**src/rtl/piso_serial_tx_if.sv**
```systemverilog
// piso_serial_tx_if: word handshake plus serial line and status of the framed transmitter
interface piso_serial_tx_if #(parameter int DATA_WIDTH = 8);
   logic [DATA_WIDTH-1:0] din;
   logic din_valid, din_ready, tx, busy, done;
   modport master (output din, din_valid, input din_ready, tx, busy, done);
   modport slave (input din, din_valid, output din_ready, tx, busy, done);
endinterface

```
**src/rtl/piso_serial_tx.sv**
```systemverilog
// piso_serial_tx: LSB-first framed serializer with start bit 0, stop bit 1, each bit held CLKS_PER_BIT clocks
module piso_serial_tx #(
   parameter int DATA_WIDTH   = 8,
   parameter int CLKS_PER_BIT = 4
) (
   input logic clk,
   input logic rst,
   piso_serial_tx_if.slave s
);
   localparam int BW = DATA_WIDTH > 1 ? $clog2(DATA_WIDTH) : 1;
   localparam int CW = CLKS_PER_BIT > 1 ? $clog2(CLKS_PER_BIT) : 1;
   typedef enum logic [1:0] {IDLE, START, DATA, STOP} state_t;
   state_t state, state_n;
   logic [DATA_WIDTH-1:0] shift, shift_n;
   logic [BW-1:0] bit_cnt, bit_cnt_n;
   logic [CW-1:0] clk_cnt, clk_cnt_n;
   logic tx_n, ready_n, busy_n, done_n, last;
   assign last = clk_cnt == CW'(CLKS_PER_BIT - 1);
   always_comb begin
      state_n   = state;
      shift_n   = shift;
      bit_cnt_n = bit_cnt;
      clk_cnt_n = last ? '0 : clk_cnt + 1'b1;
      tx_n      = s.tx;
      ready_n   = s.din_ready;
      busy_n    = s.busy;
      done_n    = 1'b0;
      case (state)
         IDLE: begin
            clk_cnt_n = '0;
            tx_n      = 1'b1;
            ready_n   = 1'b1;
            busy_n    = 1'b0;
            if (s.din_valid) begin
               shift_n = s.din;
               state_n = START;
               tx_n    = 1'b0;
               ready_n = 1'b0;
               busy_n  = 1'b1;
            end
         end
         START: if (last) begin
            state_n   = DATA;
            tx_n      = shift[0];
            bit_cnt_n = '0;
         end
         DATA: if (last) begin
            if (bit_cnt == BW'(DATA_WIDTH - 1)) begin
               state_n = STOP;
               tx_n    = 1'b1;
            end else begin
               shift_n   = shift >> 1;
               tx_n      = shift_n[0];
               bit_cnt_n = bit_cnt + 1'b1;
            end
         end
         STOP: if (last) begin
            state_n = IDLE;
            ready_n = 1'b1;
            busy_n  = 1'b0;
            done_n  = 1'b1;
         end
         default: begin
            state_n   = IDLE;
            clk_cnt_n = '0;
            tx_n      = 1'b1;
            ready_n   = 1'b1;
            busy_n    = 1'b0;
         end
      endcase
   end
   always_ff @(posedge clk) begin
      if (!rst) begin
         state       <= IDLE;
         shift       <= '0;
         bit_cnt     <= '0;
         clk_cnt     <= '0;
         s.tx        <= 1'b1;
         s.din_ready <= 1'b1;
         s.busy      <= 1'b0;
         s.done      <= 1'b0;
      end else begin
         state       <= state_n;
         shift       <= shift_n;
         bit_cnt     <= bit_cnt_n;
         clk_cnt     <= clk_cnt_n;
         s.tx        <= tx_n;
         s.din_ready <= ready_n;
         s.busy      <= busy_n;
         s.done      <= done_n;
      end
   end
endmodule

```
**src/flat_wrapper.sv**
```systemverilog
// flat-port wrapper written by rule: the top's interface ports become plain ports
module piso_serial_tx_flat 
#(
   parameter int DATA_WIDTH   = 8,
   parameter int CLKS_PER_BIT = 4
)
  (clk, rst, s_din, s_din_valid, s_din_ready, s_tx, s_busy, s_done);
  piso_serial_tx_if #(.DATA_WIDTH(DATA_WIDTH)) s_i ();
  input logic clk;
  input logic rst;
  input wire logic [$bits(s_i.din)-1:0] s_din;
  input wire logic [$bits(s_i.din_valid)-1:0] s_din_valid;
  output wire logic [$bits(s_i.din_ready)-1:0] s_din_ready;
  output wire logic [$bits(s_i.tx)-1:0] s_tx;
  output wire logic [$bits(s_i.busy)-1:0] s_busy;
  output wire logic [$bits(s_i.done)-1:0] s_done;
  assign s_i.din = s_din;
  assign s_i.din_valid = s_din_valid;
  assign s_din_ready = s_i.din_ready;
  assign s_tx = s_i.tx;
  assign s_busy = s_i.busy;
  assign s_done = s_i.done;
  piso_serial_tx #(.DATA_WIDTH(DATA_WIDTH), .CLKS_PER_BIT(CLKS_PER_BIT)) u_core (.clk(clk), .rst(rst), .s(s_i));
endmodule
```
**config.mk**
```make
export PLATFORM = sky130hd
export DESIGN_NAME = piso_serial_tx_flat
export DESIGN_NICKNAME = d
export VERILOG_FILES = /design/src/rtl/piso_serial_tx_if.sv /design/src/rtl/piso_serial_tx.sv /design/src/flat_wrapper.sv
export SDC_FILE = /design/constraint.sdc
export NUM_CORES = 1
export LEC_CHECK = 0
export ABC_AREA = 1
export ABC_CLOCK_PERIOD_IN_PS = 1990
export CELL_PAD_IN_SITES_DETAIL_PLACEMENT = 0
export CELL_PAD_IN_SITES_GLOBAL_PLACEMENT = 1
export CORE_ASPECT_RATIO = 1.75
export CORE_UTILIZATION = 45
export DETAILED_ROUTE_END_ITERATION = 10
export DONT_BUFFER_PORTS = 1
export PLACE_DENSITY_LB_ADDON = 0.25
export RECOVER_POWER = 25
export SETUP_SLACK_MARGIN = 0.1
export SLEW_MARGIN = 10
export SYNTH_ARGS = -nofsm -noshare
export SYNTH_HDL_FRONTEND = slang
export SYNTH_SLANG_ARGS = --single-unit
```
**constraint.sdc**
```tcl
create_clock -name clk -period 1.99 [get_ports clk]
set_input_delay 0.398 -clock clk [delete_from_list [all_inputs] [get_ports clk]]
set_output_delay 0.398 -clock clk [all_outputs]
set_load 0.03 [all_outputs]
```
==> results.cfg <==
[run_status]
status = completed

[layout]
area_growth_pct = 3.49
design_area_mm2 = 0.00119
final_cells = 176
drive_gt1_frac = 0.185
n_antenna_cell = 0
nNetsFinal = 172

[placed_design]
placed_area_mm2 = 0.00114
place_inst = 172
dp_slack_ns = 0.380
portBuffers = 0
hpwlAfterDp_mm = 1.58
gp_congestion = 0.732

[synth]
syn_nets = 169
synth.area.top_cells = dfxtp_1 33%, nand2_1 12%, ha_1 9.8%, nor2_1 4.9%, nor2_2 4.9%
ys_seq_elements = 19
yosys_warnings = 0
synth_top_area_share = 0.331
synth_cell_types = 24
syn_area_mm2 = 0.00115
synthCells = 149
ys_seq_area_frac = 0.331
syn_avg_cell_area_um2 = 7.71
synth_top_area_cell = dfxtp_1

[setup_path]
rrSetupSlack_ns = 0.38
required_ns = 2.15
cp.arrival_ns = 1.77
crit_type = reg -> reg
reg2regPathDepth = 9
worstSetupEndpoint = u_core.shift[6]$_SDFFE_PN0P_
r2r_start = u_core.state[0]$_SDFFE_PN0P_
crit_fanout = 16
r2r_end = u_core.shift[6]$_SDFFE_PN0P_
crit_path_start = u_core.state[0]$_SDFFE_PN0P_
startpoint_type = flip-flop
endpoint_kind = flip-flop

[timing]
finalClockSkew_ns = 0.00278
period_needed_ns = 1.61
slew_viol_final = 0
fin_ws_ns = 0.380
tns_ns = 0
maxSlewHeadroom = 0.779
setup_viol = 0
fmax_mhz = 621
fin_crit_sh = 0.809
hold_viol = 0
rsz0062_at_grt = no
worst_pin_slew_ns = 0.331

[power]
power.density_mw_per_mm2 = 1500
p_leak_nw = 0.558
vdd_drop_max_mv = 0.733
total_power_mw = 1.78

[clock_tree]
clock_latency_ns = 0.26
cts_hold_buf = 0
post-cts-setup-buffers = 0
cts_tree = built
clockBufferDepth = 2
cts_max_level = 1
path_clk_slew_ns = 0.07
cts_buffers = 3
root_buffer = clkbuf_8
cts_resized = 0
clkSinkCount = 19

[hold_path]
worstHoldPathCells = 1
hp-class = in -> reg

[die]
die_area_mm2 = 0.00277
rows = 23
initial_core_util = 0.487
io_pins = 15
dieWidth_um = 40.2
core_area_mm2 = 0.00236
die_h_um = 68.8

[route]
viasPerCell = 4.99
ant_nets = 0
finalWirelength_mm = 2.04
drtIter0Drc = 13
num_vias = 879
avgRoutedWirePerCell_um = 11.6
first_pass_iters = 4
post-route-drc-count = 0

[grt]
grt_start_max_net_pins = 17
grt_pass1_vias = 828
grt_overflow = 0
antenna_found_initial = 0
grt_use_total = 0.184
grt_pass1_wl_mm = 3.46

[job]
cap_violations = 0
[area by class of cell]
cell class,instances,area [um^2]
timing repair buffer,3,22.5
fill,246,1170
multi-input combinational,110,648
clock buffer,4,45.0
sequential,19,380
inverter,15,61.3
tap,25,31.3
[report_power, final]
part	internal [mW]	total (mW)	switching [mW]	leakage [nW]
clock network	0.143	0.273	0.130	0.0228
logic	0.340	0.879	0.539	0.378
registers	0.504	0.633	0.129	0.157
total	0.986	1.78	0.798	0.558
[cells in the mapped netlist, drive strengths merged]
cell,n
or2,1
nand3b,1
o211ai,1
nor2,25
o21ai,4
ha,9
nand3,9
clkbuf,1
inv,15
dfxtp,19
nand2,45
buf,4
a21boi,7
a21oi,8
[how the worst min path moves through the flow]
stage	from	endpoint	slack, ns
4_1_cts	rst	u_core.s.din_ready$_SDFFE_PN1P_	0.20
3_5_place_dp	u_core.clk_cnt[0]$_SDFF_PP0_	u_core.clk_cnt[0]$_SDFF_PP0_	0.42
6_report	rst	u_core.s.din_ready$_SDFFE_PN1P_	0.21
3_3_place_gp	u_core.clk_cnt[0]$_SDFF_PP0_	u_core.clk_cnt[0]$_SDFF_PP0_	0.41
2_1_floorplan	u_core.clk_cnt[0]$_SDFF_PP0_	u_core.clk_cnt[0]$_SDFF_PP0_	0.40
5_1_grt	rst	u_core.s.din_ready$_SDFFE_PN1P_	0.21
[routing by layer]
layer  global-route usage  routed length [um]  vias up
met5                    0                   0        -
met4                0.113                  58        0
met3               0.0224                  61        5
met2                0.313                1080       15
met1                0.206                 832      387
li1                     -                   -      472
[per-stage QoR]
step                       util  hold WS (ns)
after floorplan               -         0.398
after global placement    0.485         0.407
after detailed placement  0.485         0.422
after CTS                 0.504         0.202
after global routing      0.504         0.211
final                     0.504         0.211
[logic make-up after synthesis]
| kind of cell | Yosys count | synth area share |
|---|---|---|
| fa+ha+maj | 9 | 0.0980 |
| simple gates | 81 | 0.349 |
| flops | 19 | 0.331 |
| buf+inv | 20 | 0.105 |
| compound gates | 20 | 0.118 |
[worst max-delay path, cell delays in order, from the launching register on]
cell     delay [ns]
dfxtp_1        0.41
inv_1          0.11
ha_1           0.25
buf_4          0.17
nand2_4        0.07
nand2_4        0.06
nor2_8         0.23
nand2_1        0.10
nand2_1        0.07
nor2_1         0.04
[flip-flops by register name (all words and copies together), names as in the netlist]
name,flops
u_core.state,2
u_core.s.done,1
u_core.s.din_ready,1
u_core.s.busy,1
u_core.shift,8
u_core.bit_cnt,3
u_core.s.tx,1
u_core.clk_cnt,2
[cell usage in the layout, fill, tap and decap left out]
cell / instances
o211ai_1: 1
a21boi_1: 2
o21ai_4: 1
nand2_2: 4
or2_0: 1
ha_1: 9
buf_4: 3
nand3_1: 9
nor2_1: 15
a21boi_0: 5
o21ai_2: 1
dfxtp_1: 19
o21ai_0: 2
nand2_1: 37
inv_1: 13
clkbuf_1: 1
nand2_4: 4
clkbuf_8: 3
nor2_2: 9
a21oi_1: 8
nor2_8: 1
nand3b_1: 1
inv_2: 1
inv_6: 1
No activity file was read; power rests on OpenSTA's default activity.
